`config.mk`:
```
export PLATFORM = sky130hd
export DESIGN_NAME = dmem_arbiter
export DESIGN_NICKNAME = d
export VERILOG_FILES = /design/src/rtl/dmem_arbiter.sv
export SDC_FILE = /design/constraint.sdc
export NUM_CORES = 1
export LEC_CHECK = 0
export ABC_AREA = 1
export BUFFER_PORTS_ARGS = -buffer_cell sky130_fd_sc_hd__clkbuf_2
export CAP_MARGIN = 20
export CORE_AREA = 2 2 232 234
export DETAILED_ROUTE_END_ITERATION = 7
export DIE_AREA = 0 0 234 236
export GPL_ROUTABILITY_DRIVEN = 0
export SYNTH_ARGS = -nofsm -noshare
export SYNTH_HDL_FRONTEND = slang
export SYNTH_SLANG_ARGS = --single-unit
```
`constraint.sdc`:
```
create_clock -name clk -period 2.4 [get_ports clk]
set_clock_uncertainty 0.1 [all_clocks]
set_input_delay 0.24 -clock clk [delete_from_list [all_inputs] [get_ports clk]]
set_output_delay 0.24 -clock clk [all_outputs]
set_load 0.005 [all_outputs]
```
`src/rtl/dmem_arbiter.sv`:
```
`default_nettype none
// ============================================================================
//  Module      : dmem_arbiter
//  Description : Two-port (CPU/DMA) data-memory arbiter with alignment check,
//                single-cycle memory access and one-cycle done/err pulses.
//  Revision    : 1.0 - initial release
// ============================================================================
module dmem_arbiter #(
    parameter int CPU_PRIORITY = 0
) (
    input  logic        clk,
    input  logic        reset,

    input  logic        cpu_req,
    input  logic        cpu_we,
    input  logic [3:0]  cpu_xfer_size,
    input  logic [63:0] cpu_addr,
    input  logic [63:0] cpu_wdata,
    output logic        cpu_done,
    output logic        cpu_err,
    output logic [63:0] cpu_rdata,
    output logic        cpu_stall,

    input  logic        dma_req,
    input  logic        dma_we,
    input  logic [3:0]  dma_xfer_size,
    input  logic [63:0] dma_addr,
    input  logic [63:0] dma_wdata,
    output logic        dma_done,
    output logic        dma_err,
    output logic [63:0] dma_rdata,

    output logic [63:0] mem_address,
    output logic [63:0] mem_write_data,
    output logic [3:0]  mem_xfer_size,
    output logic        mem_write_enable,
    output logic        mem_read_enable,
    input  logic [63:0] mem_read_data
);

    localparam logic c_cpu_wins = (CPU_PRIORITY != 0);

    typedef enum logic [1:0] {
        ST_IDLE   = 2'd0,
        ST_ACCESS = 2'd1,
        ST_DONE   = 2'd2
    } state_t;

    state_t      r_state;
    logic        r_grant_dma;
    logic        r_last_dma;
    logic        r_we;
    logic [3:0]  r_size;
    logic [63:0] r_addr;
    logic [63:0] r_wdata;
    logic        r_mem_we;
    logic        r_mem_re;
    logic        r_cpu_done;
    logic        r_cpu_err;
    logic        r_dma_done;
    logic        r_dma_err;
    logic [63:0] r_cpu_rdata;
    logic [63:0] r_dma_rdata;

    logic        w_any_req;
    logic        w_pick_dma;
    logic        w_sel_we;
    logic [3:0]  w_sel_size;
    logic [63:0] w_sel_addr;
    logic [63:0] w_sel_wdata;
    logic        w_size_ok;
    logic        w_aligned;
    logic        w_legal;

    // With both requesting: fixed CPU priority, or whichever port lost last time.
    assign w_any_req  = cpu_req | dma_req;
    assign w_pick_dma = dma_req & (~cpu_req | (~c_cpu_wins & ~r_last_dma));

    assign w_sel_we    = w_pick_dma ? dma_we        : cpu_we;
    assign w_sel_size  = w_pick_dma ? dma_xfer_size : cpu_xfer_size;
    assign w_sel_addr  = w_pick_dma ? dma_addr      : cpu_addr;
    assign w_sel_wdata = w_pick_dma ? dma_wdata     : cpu_wdata;

    assign w_size_ok = (w_sel_size == 4'd1) || (w_sel_size == 4'd2) ||
                       (w_sel_size == 4'd4) || (w_sel_size == 4'd8);
    // Only meaningful when the size is a legal power of two.
    assign w_aligned = ((w_sel_addr[3:0] & (w_sel_size - 4'd1)) == 4'd0);
    assign w_legal   = w_size_ok & w_aligned;

    always_ff @(posedge clk) begin
        if (!reset) begin
            r_state     <= ST_IDLE;
            r_grant_dma <= 1'b0;
            r_last_dma  <= 1'b1;
            r_we        <= 1'b0;
            r_size      <= 4'd0;
            r_addr      <= 64'd0;
            r_wdata     <= 64'd0;
            r_mem_we    <= 1'b0;
            r_mem_re    <= 1'b0;
            r_cpu_done  <= 1'b0;
            r_cpu_err   <= 1'b0;
            r_dma_done  <= 1'b0;
            r_dma_err   <= 1'b0;
            r_cpu_rdata <= 64'd0;
            r_dma_rdata <= 64'd0;
        end else begin
            r_mem_we   <= 1'b0;
            r_mem_re   <= 1'b0;
            r_cpu_done <= 1'b0;
            r_cpu_err  <= 1'b0;
            r_dma_done <= 1'b0;
            r_dma_err  <= 1'b0;

            case (r_state)
                ST_IDLE: begin
                    if (w_any_req) begin
                        r_grant_dma <= w_pick_dma;
                        r_last_dma  <= w_pick_dma;
                        r_we        <= w_sel_we;
                        r_size      <= w_sel_size;
                        r_addr      <= w_sel_addr;
                        r_wdata     <= w_sel_wdata;
                        if (w_legal) begin
                            r_state  <= ST_ACCESS;
                            r_mem_we <= w_sel_we;
                            r_mem_re <= ~w_sel_we;
                        end else begin
                            // Rejected access skips memory and reports at once.
                            r_state <= ST_DONE;
                            if (w_pick_dma) begin
                                r_dma_done  <= 1'b1;
                                r_dma_err   <= 1'b1;
                                r_dma_rdata <= 64'd0;
                            end else begin
                                r_cpu_done  <= 1'b1;
                                r_cpu_err   <= 1'b1;
                                r_cpu_rdata <= 64'd0;
                            end
                        end
                    end
                end

                ST_ACCESS: begin
                    r_state <= ST_DONE;
                    if (r_grant_dma) begin
                        r_dma_done  <= 1'b1;
                        r_dma_rdata <= r_we ? 64'd0 : mem_read_data;
                    end else begin
                        r_cpu_done  <= 1'b1;
                        r_cpu_rdata <= r_we ? 64'd0 : mem_read_data;
                    end
                end

                ST_DONE: begin
                    r_state <= ST_IDLE;
                end

                default: begin
                    r_state <= ST_IDLE;
                end
            endcase
        end
    end

    assign cpu_done  = r_cpu_done;
    assign cpu_err   = r_cpu_err;
    assign cpu_rdata = r_cpu_rdata;
    assign cpu_stall = cpu_req & ~r_cpu_done;

    assign dma_done  = r_dma_done;
    assign dma_err   = r_dma_err;
    assign dma_rdata = r_dma_rdata;

    assign mem_address      = r_addr;
    assign mem_write_data   = r_wdata;
    assign mem_xfer_size    = r_size;
    assign mem_write_enable = r_mem_we;
    assign mem_read_enable  = r_mem_re;

endmodule
`default_nettype wire

```
; After elaboration in Yosys (flattened, before gate mapping)
; Index checks and enable logic that the tools add are counted.
[totals]
ff_bits = 271
latchBits = 0
ram_bits = 0
romBits = 0
input_bits = 334
n_memories = 0
[classes]
add_sub_neg = 1
mul = 0
div = 0
n_lt_le_gt_ge = 0
eq_ne = 11
shifts = 0
mux = 28
n_bitwise = 10
n_reduce_logical = 11
[ops]
columns = op, count
row1 = $mux W64, 11
row2 = $pmux W64 S2, 2
row3 = $ne A2 B2 Y1 const B, 6
row4 = $reduce_and A5 Y1, 2
row5 = $mux W1, 9
row6 = $and A4 B4 Y4, 1
row7 = $eq A4 B1 Y1 const B, 1
row8 = $eq A4 B2 Y1 const B, 1
row9 = $eq A4 B3 Y1 const B, 1
row10 = $eq A4 B4 Y1 const B, 1
row11 = $logic_not A4 Y1, 1
row12 = $mux W2, 2
row13 = $mux W4, 1
row14 = $not A1 Y1, 4
row15 = $pmux W1 S2, 2
row16 = $pmux W2 S2, 1
row17 = $reduce_and A2 Y1, 2
row18 = $reduce_and A4 Y1, 1
row19 = $sub A4 B1 Y4 const B, 1
row20 = $and A1 B1 Y1, 3
row21 = $logic_or A1 B1 Y1, 3
row22 = $eq A2 B1 Y1 const B, 1
row23 = $logic_not A2 Y1, 1
row24 = $or A1 B1 Y1, 2
row25 = $reduce_bool A2 Y1, 1

; Depth between registers and ports, before layout
; Gate-level depths: netlist of run 1.
[depth]
ltp_word = 12
mapped_depth = 18
ltp_nobuf = 15

; Worst setup path before layout of run 1
; No wires, ideal clock.
[synth_path]
kind = register to register
from = register r_last_dma
to = register r_dma_rdata[30], in the netlist dma_rdata[30]
setup_time_ps = 113
arrival_time_ps = 1905
required_time_ps = 2187
slack_ps = 282
stages_incl_launch_ff = 18
path_buffers = 3
synth_period_minus_slack_ps = 2118
cell_sequence = dfxtp_1 > nand2_2 > nand2_2 > buf_6 > nand2_1 > nand2_2 > ha_1 > nand3b_1 > nand2_1 > nand2_1 > nand2_1 > nand2_1 > nand3_2 > nand3_1 > buf_4 > buf_4 > nor2_1 > nor2_1
[synth_via]
elab_chain_cells = 11
elab_cells_between_ends = 19
[synth_lines]
columns = element, line
row1 = "start, declared", 51  ; logic r_last_dma;
row2 = "start signal, assigned", 119  ; r_last_dma <= w_pick_dma;
row3 = $not A1 Y1 *, 77  ; assign w_pick_dma = dma_req & (~cpu_req | (~c_cpu_wins & ~r_last_dma));
row4 = $or A1 B1 Y1 *, 77
row5 = $and A1 B1 Y1 *, 77
row6 = "parallel branches: the longest is 7 deep, another holds $sub A4 B1 Y4", --
row7 = $reduce_and A5 Y1 (no line) *, --
row8 = "end signal, assigned", 148  ; r_dma_rdata <= r_we ? 64'd0 : mem_read_data;
row9 = "end, declared", 63  ; logic [63:0] r_dma_rdata;
; Every way passes the cells marked *.
; A chain may end at the register's enable or synchronous reset.

; Worst setup path after layout of run 1
[layout_path]
from = register r_last_dma
to = register r_cpu_rdata[7], in the netlist cpu_rdata[7]
[layout_via]
elab_chain_cells = 11
elab_cells_between_ends = 19
[layout_lines]
columns = element, line
row1 = $not A1 Y1 *, 77
row2 = $or A1 B1 Y1 *, 77
row3 = $and A1 B1 Y1 *, 77
row4 = "parallel branches: the longest is 7 deep, another holds $sub A4 B1 Y4", --
row5 = $reduce_and A5 Y1 (no line) *, --
row6 = "end signal, assigned", 151  ; r_cpu_rdata <= r_we ? 64'd0 : mem_read_data;
row7 = "end, declared", 62  ; logic [63:0] r_cpu_rdata;
; Marked as above.

==> summary.md, run 1 <==
| Metric | Value |
|---|---|
| Status | complete, no violations |
| Final Hold Fails | 0 |
| Leak | around 10 nW |
| Detail Route Antenna Nets | 0 |
| NumNets Final | 2,905 |
| Std-Cell Rows | 85 |
| Final period util | 0.9583 |
| CTS tree | done |
| Cell area after layout | approximately 21,000 sq um |
| DR WL/cell | 17.98 um |
| Filler Cell Count | 5,376 |
| Startpoint type of the worst setup path | register |
| Most area-hungry cell type in the Yosys netlist | dfxtp_1 |
| Layout cell share with drive strength beyond 1 | 0.3011 |
| CP endpoint | cpu_rdata[7]$_SDFFE_PN0P_ |
| Worst Tran Pin Value | 0.7733 ns |
| FF-to-FF Start | r_last_dma$_SDFFE_PN1P_ |
| Post-route insts no fill | 3,293 |
| Total track usage | 0.1955 |
| Initial Utilization | 0.2182 |
| Power Density | about 770 nW/um^2 |
| DP Area | between 15,000 and 20,000 sq um |
| CP required | approximately 2.7 ns |
| Iter 0 DRT Violations | 729 |
| Synth cell types | 28 |
| Slew Viols, Final | 0 |
| Hold/Removal Path Class | in -> reg |
| Clock latency on the worst-skew pair | 0.53 ns |
| Sequential fraction of the synthesis area | 0.4686 |
| Num CTS Buffers | 34 |
| Largest net degree at the start of global routing | 106 |
| Clock tree buffer depth | 3 |
| Place WS | 0.01117 ns |
| Setup violations, final | 0 |
| # IOs | roughly 600 |
| Die Wd | between 200 and 250 um |
| Residual DRC | 0 |
| Reg2Reg Capture Point | cpu_rdata[7]$_SDFFE_PN0P_ |
| VDD IR max | 0.0004931 V |
| Reg-to-reg slack, setup | 0.1 ns |
| Register bit total from synthesis | 271 |
| Syn_area_per_cell | just under 7 sq um |
| Max Fclk | 434.8 MHz |
| Syn Inst Count | 1,669 |
| Worst Slack Setup Final | 0.09998 ns |
| Total power | 15.71 mW |
| H-tree levels | 2 |
| Via count | about 15,000 |
| Vias in the first global route | ~14,000 |
| CTS sink count | 271 |
| Synth Warn # | 0 |
| CP startpoint | r_last_dma$_SDFFE_PN1P_ |
| Full die area | 55,220 sq um |
| DR pass1 iterations | 5 |
| Critical path type | reg -> reg |
| Unrepaired setup endpoints after global routing | yes |
| Number of max-cap violations | 0 |
| P&R area growth vs syn | 77.22% |
| Global-route wire length before repair | 83,170 um |
| Tmin final | about 2.3 ns |
| Total core area | between 50,000 and 60,000 sq um |
| Slew margin rel. | 0.4845 |
| Aggregate global routing overflow | 0 |
| Endpoint type of the worst setup path | register |
| Most used flip-flop cell after synthesis | dfxtp_1 |
| Number of synthesized flops with an enable pin | 0 |
| Initial antenna violation count | 5 |
| PortBufs | 600 |
| Asr flop ratio synth | 0 |
| Via density | around 4.5 |
| Arr. time, crit path | 2.62 ns |
| DP HPWL | 38,630 um |
| Critical path fanouts, max | 6 |
| Clock-pin slew on the worst setup and hold paths | 0.06 ns |
| Top cells by area, synth | dfxtp_1, nand2_1, nor2_1 |
| R2r worst-path depth | 16 |
| Die height | 236 um |
| Routed wire length | 59,220 um |
| Root Driver | clkbuf_16 |
| Synth top area share | 0.4686 |
| Mapped Area | 11,580 sq um |
| # placed instances | 2,891 |
| TNS Setup | 0 ns |
| Syn Nets | between 2,000 and 2,500 |
[cell usage in the layout, fill, tap and decap left out, types with 2 or more instances in the layout]
cell           instances
clkinv_2               3
nand3b_1               2
dlygate4sd3_1        311
nand3_2                2
nand2_1              504
dfxtp_1              270
clkinvlp_4             3
a21oi_1                9
nand3_1                7
clkbuf_1               6
clkbuf_8              11
buf_6                 11
nand2_4                3
or2_1                  2
nor2_2                 6
a31oi_1              125
o21ai_0              135
buf_12                25
buf_4                 46
nand4_1               90
inv_1                 79
bufinv_16              2
nor2_1               267
diode_2                3
clkbuf_2             599
nor2_4                 5
nand2_2                6
nand3_4                3
clkbuf_16             46
nor3_1                 3
[worst max-delay path: stages, from the launching register on]
cell	delay, ns
dfxtp_2	0.35
nand2_4	0.07
buf_4	0.14
nand3_1	0.08
nand2_2	0.08
ha_4	0.16
nand3b_1	0.14
nand2_1	0.06
nand2_1	0.04
nand2_1	0.07
nand2_2	0.08
nand3_4	0.12
buf_6	0.12
nand3_4	0.18
clkbuf_16	0.24
nor2_1	0.10
nor2_1	0.05
[cell families (layout without fill, tap and decap cells)]
family,Yosys count,count (layout),synth area share
AO/OA/AOI/OAI,271,271,0.1307
adder cells (fa/ha/maj),1,1,0.001081
buffers and inverters,222,1147,0.08008
flip-flops,271,271,0.4686
multiplexers,1,1,0.0008646
other,0,3,0
AND/OR/NAND/NOR,903,903,0.3187
[layout make-up]
class	count	area, sq um	share of cell area
Antenna cell	3	7.507	0.0003659
Timing Repair Buffer	1005	7397	0.3605
Multi-Input combinational cell	1176	5358	0.2611
Clock inverter	9	110.1	0.005367
Sequential cell	271	5426	0.2645
Inverter	82	311.5	0.01518
Tap cell	696	870.8	0.04244
Clock buffer	51	1036	0.05049
[worst min-delay path by stage]
stage,startpoint,end,slack [ns],depth (start not counted)
after global routing,cpu_xfer_size[3],mem_xfer_size[3]$_SDFFE_PN0P_,0.02,5
final,cpu_xfer_size[3],mem_xfer_size[3]$_SDFFE_PN0P_,0.03,5
after global placement,cpu_rdata[27]$_SDFFE_PN0P_,cpu_rdata[27]$_SDFFE_PN0P_,0.36,2
after CTS,cpu_xfer_size[3],mem_xfer_size[3]$_SDFFE_PN0P_,0.003,5
after detailed placement,dma_rdata[31]$_SDFFE_PN0P_,dma_rdata[31]$_SDFFE_PN0P_,0.37,2
after floorplan,cpu_wdata[54],mem_write_data[54]$_SDFFE_PN0P_,0.29,2
[state kept, by name (all words and copies together) (netlist names), 2 cells and up]
| name | cells |
|---|---|
| mem_xfer_size | 4 |
| cpu_rdata | 64 |
| r_state | 2 |
| mem_address | 64 |
| dma_rdata | 64 |
| mem_write_data | 64 |
[metrics by stage]
stage | utilization | hold WS (ns)
4_1_cts | 0.3756 | 0.003405
2_1_floorplan | - | 0.2918
6_report | 0.3866 | 0.02819
5_1_grt | 0.3866 | 0.02444
3_5_place_dp | 0.2953 | 0.3727
3_3_place_gp | 0.2953 | 0.3621
[layer usage]
metal	track usage	part of all wire
met1	0.2111	0.38
met2	0.3395	0.48
met3	0.04896	0.071
met4	0.1206	0.065
met5	0	0.00041
[power by group]
part	total (mW)	internal, mW	leakage, nW	switching (mW)
clock	5.28	3.20	0.555	2.08
combinational	4.91	2.29	7.44	2.61
sequential	5.52	5.17	2.24	0.351
total	15.7	10.7	10.2	5.05
[Yosys cell counts, types with 2 or more instances]
cell	n
a21oi_1	9
a31oi_1	125
buf_1	6
buf_2	21
buf_4	10
buf_6	4
clkbuf_1	99
dfxtp_1	271
inv_1	80
inv_2	2
nand2_1	510
nand2_2	4
nand3_1	10
nand3b_1	2
nand4_1	90
nor2_1	276
nor3_1	3
o21ai_0	135
o21ai_1	2
or2_1	2
[timing repair]
item | CTS | global route
setup endpoints to repair | 0 | 177
setup buffers | 0 | 14
gates resized for setup | 0 | 35
endpoints found under the hold margin | 244 | 0
hold buffers | 311 | 0
Power figures use the tool's default switching activity.
==> inputs of run 2 (changes only) <==
- ABC_AREA: 1 -> unset
==> run 2 against run 1 <==
Effect of this change: register-to-register slack got worse by 0.23 ns; synthesized cell count shrank 34%; worst setup slack worse by 0.23 ns; global-route usage down 4.2 points; the flow now finishes with violations (negative setup slack); non-clock buffer count is 11 lower; wire length fell by 19%; critical path depth is 7 lower; largest power group is now clock.
==> summary.md, run 2 <==
| Metric | Value |
|---|---|
| Top cells by area, synth | dfxtp_1, o211a_1, a32o_1 (was dfxtp_1, nand2_1, nor2_1) |
| CP required | 2.83 ns (was 2.72 ns) |
| Startpoint type of the worst setup path | register (unchanged) |
| Most numerous cell in the Yosys netlist | dfxtp_1 (was nand2_1) |
| Total core area | 53,070 sq um (unchanged) |
| Vias in the first global route | 12,710 (was 14,330) |
| H-tree levels | 1 (was 2) |
| Core Util, Final | 0.3669 (was 0.3866) |
| Register bit total from synthesis | 271 (unchanged) |
| Syn Inst Count | 1,105 (was 1,669) |
| Slew margin rel. | 0.5281 (was 0.4845) |
| R2r worst-path depth | 9 (was 16) |
| Violated checks | negative setup slack |
| Root Driver | clkbuf_16 (unchanged) |
| Slew Viols, Final | 0 (unchanged) |
| Reg-to-reg slack, setup | -0.13 ns (was 0.1 ns) |
| Critical path type | reg -> reg (unchanged) |
| Syn_area_per_cell | 9.674 sq um (was 6.937 sq um) |
| Die Wd | 234 um (unchanged) |
| P&R area growth vs syn | 82.13% (was 77.22%) |
| Place WS | -0.2122 ns (was 0.01117 ns) |
| Final Hold Fails | 0 (unchanged) |
| DP Area | 14,710 sq um (was 15,670 sq um) |
| Std-Cell Rows | 85 (unchanged) |
| Synth cell types | 38 (was 28) |
| Synth top area share | 0.5075 (was 0.4686) |
| Most area-hungry cell type in the Yosys netlist | dfxtp_1 (unchanged) |
| Layout cell share with drive strength beyond 1 | 0.3686 (was 0.3011) |
| Worst Slack Setup Final | -0.1296 ns (was 0.09998 ns) |
| DR pass1 iterations | 6 (was 5) |
| Cell area after layout | 19,470 sq um (was 20,520 sq um) |
| DP HPWL | 30,210 um (was 38,630 um) |
| Via count | 12,910 (was 14,880) |
| CP startpoint | r_last_dma$_SDFFE_PN1P_ (unchanged) |
| Status | complete, but fails checks (was complete, no violations) |
| PortBufs | 600 (unchanged) |
| # placed instances | 2,342 (was 2,891) |
| Reg2Reg Capture Point | dma_rdata[58]$_SDFFE_PN0P_ (was cpu_rdata[7]$_SDFFE_PN0P_) |
| Global-route wire length before repair | 67,560 um (was 83,170 um) |
| Clock tree buffer depth | 3 (unchanged) |
| Total power | 13.31 mW (was 15.71 mW) |
| Mapped Area | 10,690 sq um (was 11,580 sq um) |
| Aggregate global routing overflow | 0 (unchanged) |
| Num CTS Buffers | 31 (was 34) |
| CP endpoint | dma_rdata[58]$_SDFFE_PN0P_ (was cpu_rdata[7]$_SDFFE_PN0P_) |
| Initial Utilization | 0.2014 (was 0.2182) |
| Initial antenna violation count | 6 (was 5) |
| Post-route insts no fill | 2,743 (was 3,293) |
| Clock latency on the worst-skew pair | 0.57 ns (was 0.53 ns) |
| Clock-pin slew on the worst setup and hold paths | 0.06 ns (about the same) |
| Iter 0 DRT Violations | 929 (was 729) |
| Worst Tran Pin Value | 0.7062 ns (was 0.7733 ns) |
| Syn Nets | 1,440 (was 2,004) |
| Tmin final | 2.530 ns (was 2.300 ns) |
| Die height | 236 um (unchanged) |
| Leak | 9.938 nW (was 10.24 nW) |
| Max Fclk | 395.3 MHz (was 434.8 MHz) |
| VDD IR max | 0.0005522 V (was 0.0004931 V) |
| NumNets Final | 2,353 (was 2,905) |
| Power Density | 683.6 nW/um^2 (was 765.5 nW/um^2) |
| Most used flip-flop cell after synthesis | dfxtp_1 (unchanged) |
| Final period util | 1.054 (was 0.9583) |
| # IOs | 601 (unchanged) |
| Largest net degree at the start of global routing | 121 (was 106) |
| Critical path fanouts, max | 23 (was 6) |
| Commonest non-fill, non-tap cell in the layout | clkbuf_2 (unchanged) |
| Total track usage | 0.1535 (was 0.1955) |
| Arr. time, crit path | 2.95 ns (was 2.62 ns) |
| Sequential fraction of the synthesis area | 0.5075 (was 0.4686) |
| Top cells by count, synth | dfxtp_1, nand2_1, o211a_1, nand3_1, a32o_1 (was nand2_1, nor2_1, dfxtp_1, o21ai_0, a31oi_1) |
| Unrepaired setup endpoints after global routing | yes (unchanged) |
| Endpoint type of the worst setup path | register (unchanged) |
| DR WL/cell | 17.52 um (was 17.98 um) |
| FF-to-FF Start | r_last_dma$_SDFFE_PN1P_ (unchanged) |
| Residual DRC | 0 (unchanged) |
| Routed wire length | 48,070 um (was 59,220 um) |
| Number of max-cap violations | 0 (unchanged) |
| Synth Warn # | 0 (unchanged) |
| Full die area | 55,220 sq um (unchanged) |
| HP Start | cpu_we (was cpu_xfer_size[3]) |
| Hold/Removal Path Class | in -> reg (unchanged) |
| CTS sink count | 271 (unchanged) |
| Setup violations, final | 126 (was 0) |
| Asr flop ratio synth | 0 (unchanged) |
| Highest-count cells in the layout ignoring fill and taps | clkbuf_2, dlygate4sd3_1, dfxtp_1, nand2_1, o211a_1 (was clkbuf_2, nand2_1, dlygate4sd3_1, dfxtp_1, nor2_1) |
| Via density | 4.705 (was 4.518) |
| Number of synthesized flops with an enable pin | 0 (unchanged) |
| Detail Route Antenna Nets | 0 (unchanged) |
| CTS tree | done (unchanged) |
## run 2: cell types whose count changed in the layout (fill, tap and decap cells not counted), moves of 11 or more
cell	change
a31oi_1	-124
a32o_1	+127
buf_12	-13
dlygate4sd3_1	+11
inv_1	-75
nand2_1	-238
nand3_1	+124
nand4_1	-90
nor2_1	-262
o211a_1	+132
o21ai_0	-131
## run 2: worst min-delay path by stage
| stage | endpoint | cells after the start |
|---|---|---|
| 2_1_floorplan | cpu_rdata[53]$_SDFFE_PN0P_ | 1 |
| 3_3_place_gp | cpu_rdata[56]$_SDFFE_PN0P_ | 1 |
| 3_5_place_dp | dma_rdata[25]$_SDFFE_PN0P_ | 1 |
| 4_1_cts | mem_xfer_size[3]$_SDFFE_PN0P_ | 4 |
| 5_1_grt | mem_write_enable$_SDFF_PN0_ | 3 |
| 6_report | mem_write_enable$_SDFF_PN0_ | 3 |
## run 2: logic make-up after synthesis
| kind of cell | count (synthesis) | share of synthesized area |
|---|---|---|
| AOI/OAI and AO/OA | 281 | 0.2632 |
| adders and majority gates | 1 | 0.001170 |
| buffers and inverters | 118 | 0.05056 |
| DFF | 271 | 0.5075 |
| muxes | 7 | 0.007139 |
| and+or+nand+nor | 427 | 0.1704 |
## run 2: metal layers
metal	GRT usage	vias to the layer above	part of all wire
met2	0.2663	691	0.49
li1	-	5929	-
met1	0.1651	6084	0.37
met4	0.08803	4	0.052
met3	0.04400	197	0.086
met5	0	-	0.00062
## run 2: cell type report
cell class	count	area [sq um]
Multi-Input combinational cell	716	4833
Timing Repair Buffer	994	7132
Fill cell	5123	33600
Clock inverter	16	294.0
Antenna cell	4	10.01
Sequential cell	271	5428
Clock buffer	42	887.1
Tap cell	696	870.8
Inverter	4	15.01
## run 2: report_power, final
part | switching [mW] | internal (mW)
clock network | 1.96 | 3.44
registers | 0.181 | 4.81
logic | 1.39 | 1.52
total | 3.53 | 9.78
## run 2: timing repair
action	in CTS	in global routing
resized for setup	11	18
gates cloned	0	6
hold buffers	322	0
endpoints found under the hold margin	260	0
setup endpoints to repair	124	195
pin swaps	2	1
buffers inserted	4	7
## run 2: critical path, cell delays in order, from the launching register on
cell and delay (ns):
dfxtp_2 0.33, a21bo_4 0.25, mux2i_4 0.20, ha_4 0.17, and3_4 0.14, o31a_4 0.36
o41ai_4 0.42, buf_12 0.19, buf_16 0.16, a32o_1 0.13
## run 2: through the flow
| stage | hold slack (ns) | TNS [ns] |
|---|---|---|
| after floorplan | 0.2941 | -48.05 |
| after global placement | 0.3471 | -18.72 |
| after detailed placement | 0.3537 | -21.74 |
| after CTS | 0.0003453 | -11.83 |
| after global routing | 0.007323 | -24.73 |
| final | 0.003324 | -10.93 |
